--- src/rtl/systolic_feeder_pkg.sv ---
// Shared types and defaults for the systolic-array feeder: lane width and the
// broadcast PE mode encoding.
package systolic_feeder_pkg;

  localparam int unsigned NUM_BITS_DEFAULT = 8;

  typedef enum logic [1:0] {
    PASSTHROUGH = 2'd0,
    LOAD        = 2'd1,
    PROCESS     = 2'd2
  } input_mux_t;

endpackage

--- src/rtl/systolic_feeder_if.sv ---
// Handshake and array-edge bundle between a job source and the systolic feeder.
// stall_cnt_o exists only when FEEDER_PERF_EN is defined.
interface systolic_feeder_if #(
  parameter int unsigned NUM_BITS = systolic_feeder_pkg::NUM_BITS_DEFAULT,
  parameter int unsigned DIM      = 4
);

  logic                              start_i;
  logic                              reuse_i;
  logic                              w_valid_i;
  logic                              w_ready_o;
  logic [DIM*NUM_BITS-1:0]           w_row_i;
  logic                              a_valid_i;
  logic                              a_ready_o;
  logic [DIM*NUM_BITS-1:0]           a_vec_i;
  logic                              a_last_i;
  logic [DIM*NUM_BITS-1:0]           top_o;
  logic [DIM*NUM_BITS-1:0]           left_o;
  systolic_feeder_pkg::input_mux_t   mux_o;
  logic                              add_zero_o;
  logic [DIM-1:0]                    out_valid_o;
  logic                              busy_o;
  logic                              done_o;
`ifdef FEEDER_PERF_EN
  logic [15:0]                       stall_cnt_o;
`endif

  modport slave (
    input  start_i, reuse_i, w_valid_i, w_row_i, a_valid_i, a_vec_i, a_last_i,
    output w_ready_o, a_ready_o, top_o, left_o, mux_o, add_zero_o,
           out_valid_o, busy_o, done_o
`ifdef FEEDER_PERF_EN
    , output stall_cnt_o
`endif
  );

  modport master (
    output start_i, reuse_i, w_valid_i, w_row_i, a_valid_i, a_vec_i, a_last_i,
    input  w_ready_o, a_ready_o, top_o, left_o, mux_o, add_zero_o,
           out_valid_o, busy_o, done_o
`ifdef FEEDER_PERF_EN
    , input stall_cnt_o
`endif
  );

endinterface

--- src/rtl/systolic_feeder.sv ---
// Feeds a DIM x DIM weight-stationary systolic array: loads weight rows, then
// skews activation vectors onto the left edge. Optional macro: FEEDER_PERF_EN.
module systolic_feeder
  import systolic_feeder_pkg::*;
#(
  parameter int unsigned NUM_BITS = NUM_BITS_DEFAULT,
  parameter int unsigned DIM      = 4
) (
  input  logic             clk_i,
  input  logic             rst_i,
  systolic_feeder_if.slave bus
);

  localparam int unsigned CNT_W     = $clog2(DIM) + 1;
  localparam int unsigned VLD_DEPTH = 2 * DIM - 1;

  localparam logic [1:0] ST_IDLE   = 2'd0;
  localparam logic [1:0] ST_LOAD   = 2'd1;
  localparam logic [1:0] ST_STREAM = 2'd2;
  localparam logic [1:0] ST_DRAIN  = 2'd3;

  localparam logic [CNT_W-1:0] LAST_ROW   = CNT_W'(DIM - 1);
  localparam logic [CNT_W-1:0] DRAIN_LAST = CNT_W'(2 * DIM - 2);

  logic [1:0]                         r_state;
  logic [1:0]                         w_state_nxt;
  logic [CNT_W-1:0]                   r_cnt;
  logic                               r_done;
  logic [VLD_DEPTH-1:0]               r_vld_sr;
  logic                               w_w_acc;
  logic                               w_a_acc;
  logic                               w_last_row;
  logic                               w_drain_end;
  logic [DIM-1:0][NUM_BITS-1:0]       w_lane_in;
  logic [DIM-1:0][NUM_BITS-1:0]       w_left;

  assign w_w_acc     = (r_state == ST_LOAD) && bus.w_valid_i;
  assign w_a_acc     = (r_state == ST_STREAM) && bus.a_valid_i;
  assign w_last_row  = (r_cnt == LAST_ROW);
  assign w_drain_end = (r_state == ST_DRAIN) && (r_cnt == DRAIN_LAST);

  // NOTE: every always_comb output gets a default first so no path can infer a latch.
  always_comb begin
    w_state_nxt = r_state;
    case (r_state)
      ST_IDLE:   if (bus.start_i) w_state_nxt = bus.reuse_i ? ST_STREAM : ST_LOAD;
      ST_LOAD:   if (w_w_acc && w_last_row) w_state_nxt = ST_STREAM;
      ST_STREAM: if (w_a_acc && bus.a_last_i) w_state_nxt = ST_DRAIN;
      ST_DRAIN:  if (w_drain_end) w_state_nxt = ST_IDLE;
      default:   w_state_nxt = ST_IDLE;
    endcase
  end

  // r_cnt counts accepted rows in LOAD and elapsed cycles in DRAIN.
  // NOTE: sequential state uses non-blocking assignments so all flops update together.
  always_ff @(posedge clk_i or posedge rst_i) begin
    if (rst_i) begin
      r_state <= ST_IDLE;
      r_cnt   <= '0;
      r_done  <= 1'b0;
    end else begin
      r_state <= w_state_nxt;
      r_done  <= w_drain_end;
      if (r_state != w_state_nxt) r_cnt <= '0;
      else if (w_w_acc || (r_state == ST_DRAIN)) r_cnt <= r_cnt + CNT_W'(1);
    end
  end

  always_comb begin
    bus.w_ready_o  = (r_state == ST_LOAD);
    bus.a_ready_o  = (r_state == ST_STREAM);
    bus.busy_o     = (r_state != ST_IDLE);
    bus.done_o     = r_done;
    bus.add_zero_o = 1'b1;
    bus.top_o      = w_w_acc ? bus.w_row_i : '0;
    bus.mux_o      = PROCESS;
    // A LOAD stall keeps mux at LOAD with a zero top so the bottom chain holds.
    if (r_state == ST_LOAD)
      bus.mux_o = (w_w_acc && !w_last_row) ? PASSTHROUGH : LOAD;
  end

  // Bubbles and non-STREAM cycles inject zero so they travel like data.
  always_comb begin
    for (int r = 0; r < DIM; r++)
      w_lane_in[r] = w_a_acc ? bus.a_vec_i[r*NUM_BITS +: NUM_BITS] : '0;
  end

  assign w_left[0] = w_lane_in[0];

  for (genvar r = 1; r < DIM; r++) begin : g_skew
    logic [NUM_BITS-1:0] r_dly [r];

    // NOTE: skew stages are reset like any other state; stale lanes would leak onto left_o.
    always_ff @(posedge clk_i or posedge rst_i) begin
      if (rst_i) begin
        for (int k = 0; k < r; k++) r_dly[k] <= '0;
      end else begin
        r_dly[0] <= w_lane_in[r];
        for (int k = 1; k < r; k++) r_dly[k] <= r_dly[k-1];
      end
    end

    assign w_left[r] = r_dly[r-1];
  end

  assign bus.left_o = w_left;

  // Acceptance history: bit k means a vector was accepted k+1 cycles ago.
  always_ff @(posedge clk_i or posedge rst_i) begin
    if (rst_i) begin
      r_vld_sr <= '0;
    end else begin
      r_vld_sr[0] <= w_a_acc;
      for (int k = 1; k < VLD_DEPTH; k++) r_vld_sr[k] <= r_vld_sr[k-1];
    end
  end

  assign bus.out_valid_o = r_vld_sr[VLD_DEPTH-1 -: DIM];

`ifdef FEEDER_PERF_EN
  logic [15:0] r_stall_cnt;

  always_ff @(posedge clk_i or posedge rst_i) begin
    if (rst_i) begin
      r_stall_cnt <= '0;
    end else if ((r_state == ST_IDLE) && bus.start_i) begin
      r_stall_cnt <= '0;
    end else if ((r_state == ST_STREAM) && !bus.a_valid_i && (r_stall_cnt != 16'hFFFF)) begin
      r_stall_cnt <= r_stall_cnt + 16'd1;
    end
  end

  assign bus.stall_cnt_o = r_stall_cnt;
`endif

endmodule
--- src/flat_wrapper.sv ---
// flat-port wrapper written by rule: the top's interface ports become plain ports
module systolic_feeder_flat import systolic_feeder_pkg::*;
#(
  parameter int unsigned NUM_BITS = NUM_BITS_DEFAULT,
  parameter int unsigned DIM      = 4
)
  (clk_i, rst_i, bus_start_i, bus_reuse_i, bus_w_valid_i, bus_w_row_i, bus_a_valid_i, bus_a_vec_i, bus_a_last_i, bus_w_ready_o, bus_a_ready_o, bus_top_o, bus_left_o, bus_mux_o, bus_add_zero_o, bus_out_valid_o, bus_busy_o, bus_done_o);
  systolic_feeder_if #(.NUM_BITS(NUM_BITS), .DIM(DIM)) bus_i ();
  input  logic clk_i;
  input  logic rst_i;
  input wire logic [$bits(bus_i.start_i)-1:0] bus_start_i;
  input wire logic [$bits(bus_i.reuse_i)-1:0] bus_reuse_i;
  input wire logic [$bits(bus_i.w_valid_i)-1:0] bus_w_valid_i;
  input wire logic [$bits(bus_i.w_row_i)-1:0] bus_w_row_i;
  input wire logic [$bits(bus_i.a_valid_i)-1:0] bus_a_valid_i;
  input wire logic [$bits(bus_i.a_vec_i)-1:0] bus_a_vec_i;
  input wire logic [$bits(bus_i.a_last_i)-1:0] bus_a_last_i;
  output wire logic [$bits(bus_i.w_ready_o)-1:0] bus_w_ready_o;
  output wire logic [$bits(bus_i.a_ready_o)-1:0] bus_a_ready_o;
  output wire logic [$bits(bus_i.top_o)-1:0] bus_top_o;
  output wire logic [$bits(bus_i.left_o)-1:0] bus_left_o;
  output wire logic [$bits(bus_i.mux_o)-1:0] bus_mux_o;
  output wire logic [$bits(bus_i.add_zero_o)-1:0] bus_add_zero_o;
  output wire logic [$bits(bus_i.out_valid_o)-1:0] bus_out_valid_o;
  output wire logic [$bits(bus_i.busy_o)-1:0] bus_busy_o;
  output wire logic [$bits(bus_i.done_o)-1:0] bus_done_o;
  assign bus_i.start_i = bus_start_i;
  assign bus_i.reuse_i = bus_reuse_i;
  assign bus_i.w_valid_i = bus_w_valid_i;
  assign bus_i.w_row_i = bus_w_row_i;
  assign bus_i.a_valid_i = bus_a_valid_i;
  assign bus_i.a_vec_i = bus_a_vec_i;
  assign bus_i.a_last_i = bus_a_last_i;
  assign bus_w_ready_o = bus_i.w_ready_o;
  assign bus_a_ready_o = bus_i.a_ready_o;
  assign bus_top_o = bus_i.top_o;
  assign bus_left_o = bus_i.left_o;
  assign bus_mux_o = bus_i.mux_o;
  assign bus_add_zero_o = bus_i.add_zero_o;
  assign bus_out_valid_o = bus_i.out_valid_o;
  assign bus_busy_o = bus_i.busy_o;
  assign bus_done_o = bus_i.done_o;
  systolic_feeder #(.NUM_BITS(NUM_BITS), .DIM(DIM)) u_core (.clk_i(clk_i), .rst_i(rst_i), .bus(bus_i));
endmodule
--- config.mk ---
export PLATFORM = sky130hd
export DESIGN_NAME = systolic_feeder_flat
export DESIGN_NICKNAME = d
export VERILOG_FILES = /design/src/rtl/systolic_feeder_pkg.sv /design/src/rtl/systolic_feeder_if.sv /design/src/rtl/systolic_feeder.sv /design/src/flat_wrapper.sv
export SDC_FILE = /design/constraint.sdc
export NUM_CORES = 1
export LEC_CHECK = 0
export CAP_MARGIN = 20
export CELL_PAD_IN_SITES_DETAIL_PLACEMENT = 0
export CELL_PAD_IN_SITES_GLOBAL_PLACEMENT = 1
export CORE_MARGIN = 4
export CORE_UTILIZATION = 30
export CTS_CLUSTER_DIAMETER = 100
export DETAILED_ROUTE_END_ITERATION = 12
export PLACE_DENSITY = 0.86
export SLEW_MARGIN = 20
export SYNTH_ARGS = -nofsm -noshare
export SYNTH_HDL_FRONTEND = slang
export SYNTH_SLANG_ARGS = --single-unit
--- constraint.sdc ---
create_clock -name clk_i -period 5.6 [get_ports clk_i]
set_input_delay 1.12 -clock clk_i [delete_from_list [all_inputs] [get_ports clk_i]]
set_output_delay 1.12 -clock clk_i [all_outputs]
set_load 0.02 [all_outputs]
# ---- Word-level counts from Yosys, hierarchy flattened
# Cells that the tools add are included.
dict set report totals {
  reg_bits 61
  in_bits 71
}
dict set report classes {
  add_sub_neg 1
  eq_ne 6
  muxes 15
  reduce_logical 11
}
# cell n
set ops {}
lappend ops {{$mux W32} 1}
lappend ops {{$mux W8} 4}
lappend ops {{$mux W2} 6}
lappend ops {{$pmux W2 S4} 1}
lappend ops {{$logic_and A1 B1 Y1} 6}
lappend ops {{$mux W3} 2}
lappend ops {{$eq A2 B2 Y1 const B} 2}
lappend ops {{$reduce_bool A2 Y1} 2}
lappend ops {{$add A3 B1 Y3 const B} 1}
lappend ops {{$eq A3 B2 Y1 const B} 1}
lappend ops {{$eq A3 B3 Y1 const B} 1}
lappend ops {{$eq A2 B1 Y1 const B} 1}
lappend ops {{$logic_not A2 Y1} 1}
lappend ops {{$ne A2 B2 Y1} 1}
lappend ops {{$logic_not A1 Y1} 1}
lappend ops {{$logic_or A1 B1 Y1} 1}
lappend ops {{$mux W1} 1}

# ---- Logic depth before layout (Yosys ltp)
dict set report logic_depth {
  ltp_word 7
  mapped_depth 6
  mapped_depth_nobuf 5
}

# ---- Worst setup path before layout
# OpenSTA, ideal clock, no wires.
dict set report synth_path {
  path_type {in2out}
  startpoint {input port bus_w_valid_i}
  endpoint {output port bus_mux_o[0]}
  arrival_ps 1781
  required_time_ps 4480
  slack_ps 2699
  cell_stages 3
  n_path_buf 2
  cell_sequence {buf_2 > clkbuf_1 > a21oi_1}
}
dict set report synth_between {
  elab_chain_cells 4
}
# item line_no
set synth_rtl {}
lappend synth_rtl {{from (decl)} flat_wrapper.sv:13} ;# input wire logic [$bits(bus_i.w_valid_i)-1:0] bus_w_valid_i;
lappend synth_rtl {{$logic_and A1 B1 Y1} systolic_feeder.sv:37} ;# assign w_w_acc = (r_state == ST_LOAD) && bus.w_valid_i;
lappend synth_rtl {{$logic_and A1 B1 Y1} systolic_feeder.sv:79} ;# bus.mux_o = (w_w_acc && !w_last_row) ? PASSTHROUGH : LOAD;
lappend synth_rtl {{$mux W1} systolic_feeder.sv:79}
lappend synth_rtl {{$mux W2} systolic_feeder.sv:78} ;# if (r_state == ST_LOAD)
lappend synth_rtl {{to (decl)} flat_wrapper.sv:22} ;# output wire logic [$bits(bus_i.mux_o)-1:0] bus_mux_o;
# No other way between the ends.

# ---- Worst setup path after layout
dict set report layout_path {
  startpoint {input port bus_w_valid_i}
  endpoint {output port bus_top_o[1]}
}
dict set report layout_between {
  elab_chain_cells 2
}
# item line_no
set layout_rtl {}
lappend layout_rtl {{$logic_and A1 B1 Y1} systolic_feeder.sv:37}
lappend layout_rtl {{$mux W32} systolic_feeder.sv:75} ;# bus.top_o = w_w_acc ? bus.w_row_i : '0;
lappend layout_rtl {{to (decl)} flat_wrapper.sv:20} ;# output wire logic [$bits(bus_i.top_o)-1:0] bus_top_o;
# No other way between the ends.

==> results.sh <==
export IMPL_htreeDepth=3
export IMPL_fmax_ghz=0.234
export IMPL_finClkSkew_ns=0.00553
export IMPL_comb_power_share_pct=34.0
export IMPL_switching_share_pct=31.6
export IMPL_hold_path_class="flop to flop"
export IMPL_ctsHoldBuffers=0
export IMPL_grt_pass1_vias=1937
export IMPL_via_per_inst=4.29
export IMPL_die_h_microns=98.7
export IMPL_finalSetupTns_ns=0
export IMPL_die_area_sq_mm=0.00974
export IMPL_drtAntennaViolNets=0
export IMPL_synth_fa_ha_area_share_pct=1.52
export IMPL_worstPathRequired_ns=4.48
export IMPL_outcome="completed"
export IMPL_drc_errors=0
export IMPL_vias=1831
export IMPL_synthCells=208
export IMPL_r2r_start="u_core.r_state[1]"
export IMPL_p_per_area_mw_per_mm2=357
export IMPL_rsz0062_at_grt="false"
export IMPL_synth_area_sq_mm=0.00247
export IMPL_drive_gt1_share_pct=6.46
export IMPL_p_switching_w=0.000445
export IMPL_synthDistinctLibCells=27
export IMPL_fin_crit_sh_pct=76.5
export IMPL_ios=146
export IMPL_cts_tree="done"
export IMPL_antenna_found_initial=0
export IMPL_initial_core_util_pct=31.4
export IMPL_cap_violations=0
export IMPL_setup_viol=0
export IMPL_synthMuxAreaShare_pct=0
export IMPL_hold_viol_final=0
export IMPL_ys_seq_elements=61
export IMPL_seq_area_frac_synth_pct=61.9
export IMPL_synth_avg_cell_area_sq_um=11.9
export IMPL_endpoint_kind="output pin"
export IMPL_final_nets=395
export IMPL_drt_initial_drc_count=33
export IMPL_final_common_cell="clkdlybuf4s50_1"
export IMPL_rows=32
export IMPL_critical_path_startpoint_type="input pin"
export IMPL_crit_path_start="bus_w_valid_i"
export IMPL_grt_usage_pct=12.9
export IMPL_overflow=0
export IMPL_internal_power_w=0.000964
export IMPL_cts_buffers=9
export IMPL_slew_headroom_pct=34.8
export IMPL_place_area_sq_mm=0.00376
export IMPL_n_antenna_cell=0
export IMPL_ir_drop_mv=0.151
export IMPL_p_leak_nw=1.94
export IMPL_yosys_warnings=0
export IMPL_coreArea_sq_mm=0.00785
export IMPL_portBuffers=144
export IMPL_worstHoldStart="u_core.g_skew[3].r_dly[10]"
export IMPL_cts_root_buf="clkbuf_8"
export IMPL_pwr_share_seq_pct=39.6
export IMPL_wl_per_cell_microns=14.7
export IMPL_finalPower_w=0.00141
export IMPL_clock_latency_ns=0.32
export IMPL_synthSimpleGateAreaFrac_pct=21.0
export IMPL_tightestPinTransition_ns=0.975
export IMPL_maxSlewViolCount=0
export IMPL_syn_nets=282
export IMPL_stdcell_area_sq_mm=0.00395
export IMPL_die_w_microns=98.7
export IMPL_path_clk_slew_ns=0.06
export IMPL_clockBufferDepth=2
export IMPL_synth_top_family_by_area="simple AND/OR/NAND/NOR gates"
export IMPL_grt_pass1_wl_microns=9790
export IMPL_first_pass_iters=4
export IMPL_dp_cells=412
export IMPL_layoutNonFillerInstCount=427
export IMPL_cts_sinks=61
export IMPL_criticalPathCategory="input pin to output pin"
export IMPL_critPathMaxFanout=37
export IMPL_final_cell_mix="clkdlybuf4s50_1 (144), and3_1 (64), dfrtp_1 (61)"
export IMPL_grt_max_degree=62
export IMPL_area_growth_syn_to_layout_pct=60.0
export IMPL_clkPwrFrac_pct=26.4
export IMPL_synth_compound_area_share_pct=2.13
export IMPL_critPathArrivalTime_ns=3.16
export IMPL_layout_min_cycle_time_ns=4.28
export IMPL_detailed_place_hpwl_microns=4680
export IMPL_post_cts_resized=0
export IMPL_post_cts_buffers=0
export IMPL_place_congestion=0.705
export IMPL_synthXorXnorAreaFrac_pct=0.355
export IMPL_wl_microns=6290
-- power by group through the flow --
| stage | clock [W] | combinational [W] | sequential [W] |
|---|---|---|---|
| after floorplan | 0 | 0.000316 | 0.000560 |
| after global placement | 0 | 0.000475 | 0.000563 |
| after detailed placement | 0 | 0.000483 | 0.000568 |
| after CTS | 0.000389 | 0.000485 | 0.000560 |
| after global routing | 0.000410 | 0.000518 | 0.000569 |
| final | 0.000371 | 0.000479 | 0.000559 |
-- per-layer routing --
metal  vias to the layer above  track usage, %  wire length [microns]
met2                        67            21.9                   3320
met5                         -               0                      0
met1                       869            14.9                   2520
met3                         4            5.59                    422
met4                         0            3.68                     27
li1                        891               -                      -
-- cell usage after synthesis --
| master | n | area share (%) |
|---|---|---|
| nand2_1 | 3 | 0.46 |
| a21oi_1 | 4 | 0.81 |
| or2_1 | 3 | 0.76 |
| nand4_1 | 1 | 0.25 |
| buf_2 | 7 | 1.4 |
| ha_1 | 3 | 1.5 |
| nand4b_1 | 2 | 0.71 |
| and2b_1 | 1 | 0.30 |
| nor2_4 | 1 | 0.46 |
| and2_1 | 1 | 0.25 |
| buf_6 | 1 | 0.46 |
| a32oi_1 | 1 | 0.36 |
| nor2_1 | 2 | 0.30 |
| inv_2 | 2 | 0.30 |
| o21ai_1 | 2 | 0.41 |
| conb_1 | 1 | 0.15 |
| nand3_1 | 2 | 0.41 |
| xnor2_1 | 1 | 0.36 |
| and3_1 | 64 | 16 |
| buf_4 | 30 | 9.1 |
| or3b_1 | 1 | 0.36 |
| dfrtp_1 | 61 | 62 |
| nand4_2 | 1 | 0.51 |
| a31oi_1 | 1 | 0.25 |
| o211ai_1 | 1 | 0.30 |
| inv_1 | 5 | 0.76 |
| clkbuf_1 | 6 | 0.91 |
-- metrics by stage --
stage          utilization (%)  setup WS (ns)  hold slack (ns)
2_1_floorplan                -           2.70            0.331
3_3_place_gp              47.9           1.41            0.331
3_5_place_dp              47.9           1.37            0.335
4_1_cts                   50.3           1.37            0.347
5_1_grt                   50.3           1.21            0.349
6_report                  50.3           1.32            0.346
-- critical path, cell delays in order --
cell and delay (ns):
clkdlybuf4s50_1 1.12, and3_1 0.30, clkdlybuf4s50_1 0.63
-- path summary, 6_finish.rpt --
| check | endpoint | slack (ns) | depth (start not counted) |
|---|---|---|---|
| max reg2reg | u_core.g_skew[2].r_dly[10] | 3.89 | 2 |
| min reg2reg | u_core.bus.left_o[26] | 0.35 | 0 |
| max in group asynchronous | u_core.bus.done_o | 3.79 | 3 |
| min in group asynchronous | u_core.r_vld_sr[6] | 1.33 | 3 |
| min | u_core.bus.left_o[26] | 0.35 | 0 |
| max | bus_top_o[1] | 1.32 | 3 |
-- registers in the layout (all words and copies together), names as in the netlist --
register,count
u_core.r_vld_sr,7
u_core.r_cnt,3
u_core.g_skew.r_dly,32
u_core.r_state,2
u_core.bus.done_o,1
u_core.bus.left_o,16
-- cell families after synthesis --
group | after synthesis
buf+inv | 51
compound gates | 9
simple gates | 82
xor+xnor | 1
flops | 61
fa+ha+maj | 3
other cells | 1
-- layout make-up --
cell class	count	area [sq um]
multi-input cells	96	621
flip-flops and latches	61	1530
well taps	102	128
repair buffers	146	1460
fillers	747	3900
clock inverters	4	48.8
inverters	7	26.3
clock buffers	11	141
(Power assumes the default switching activity.)
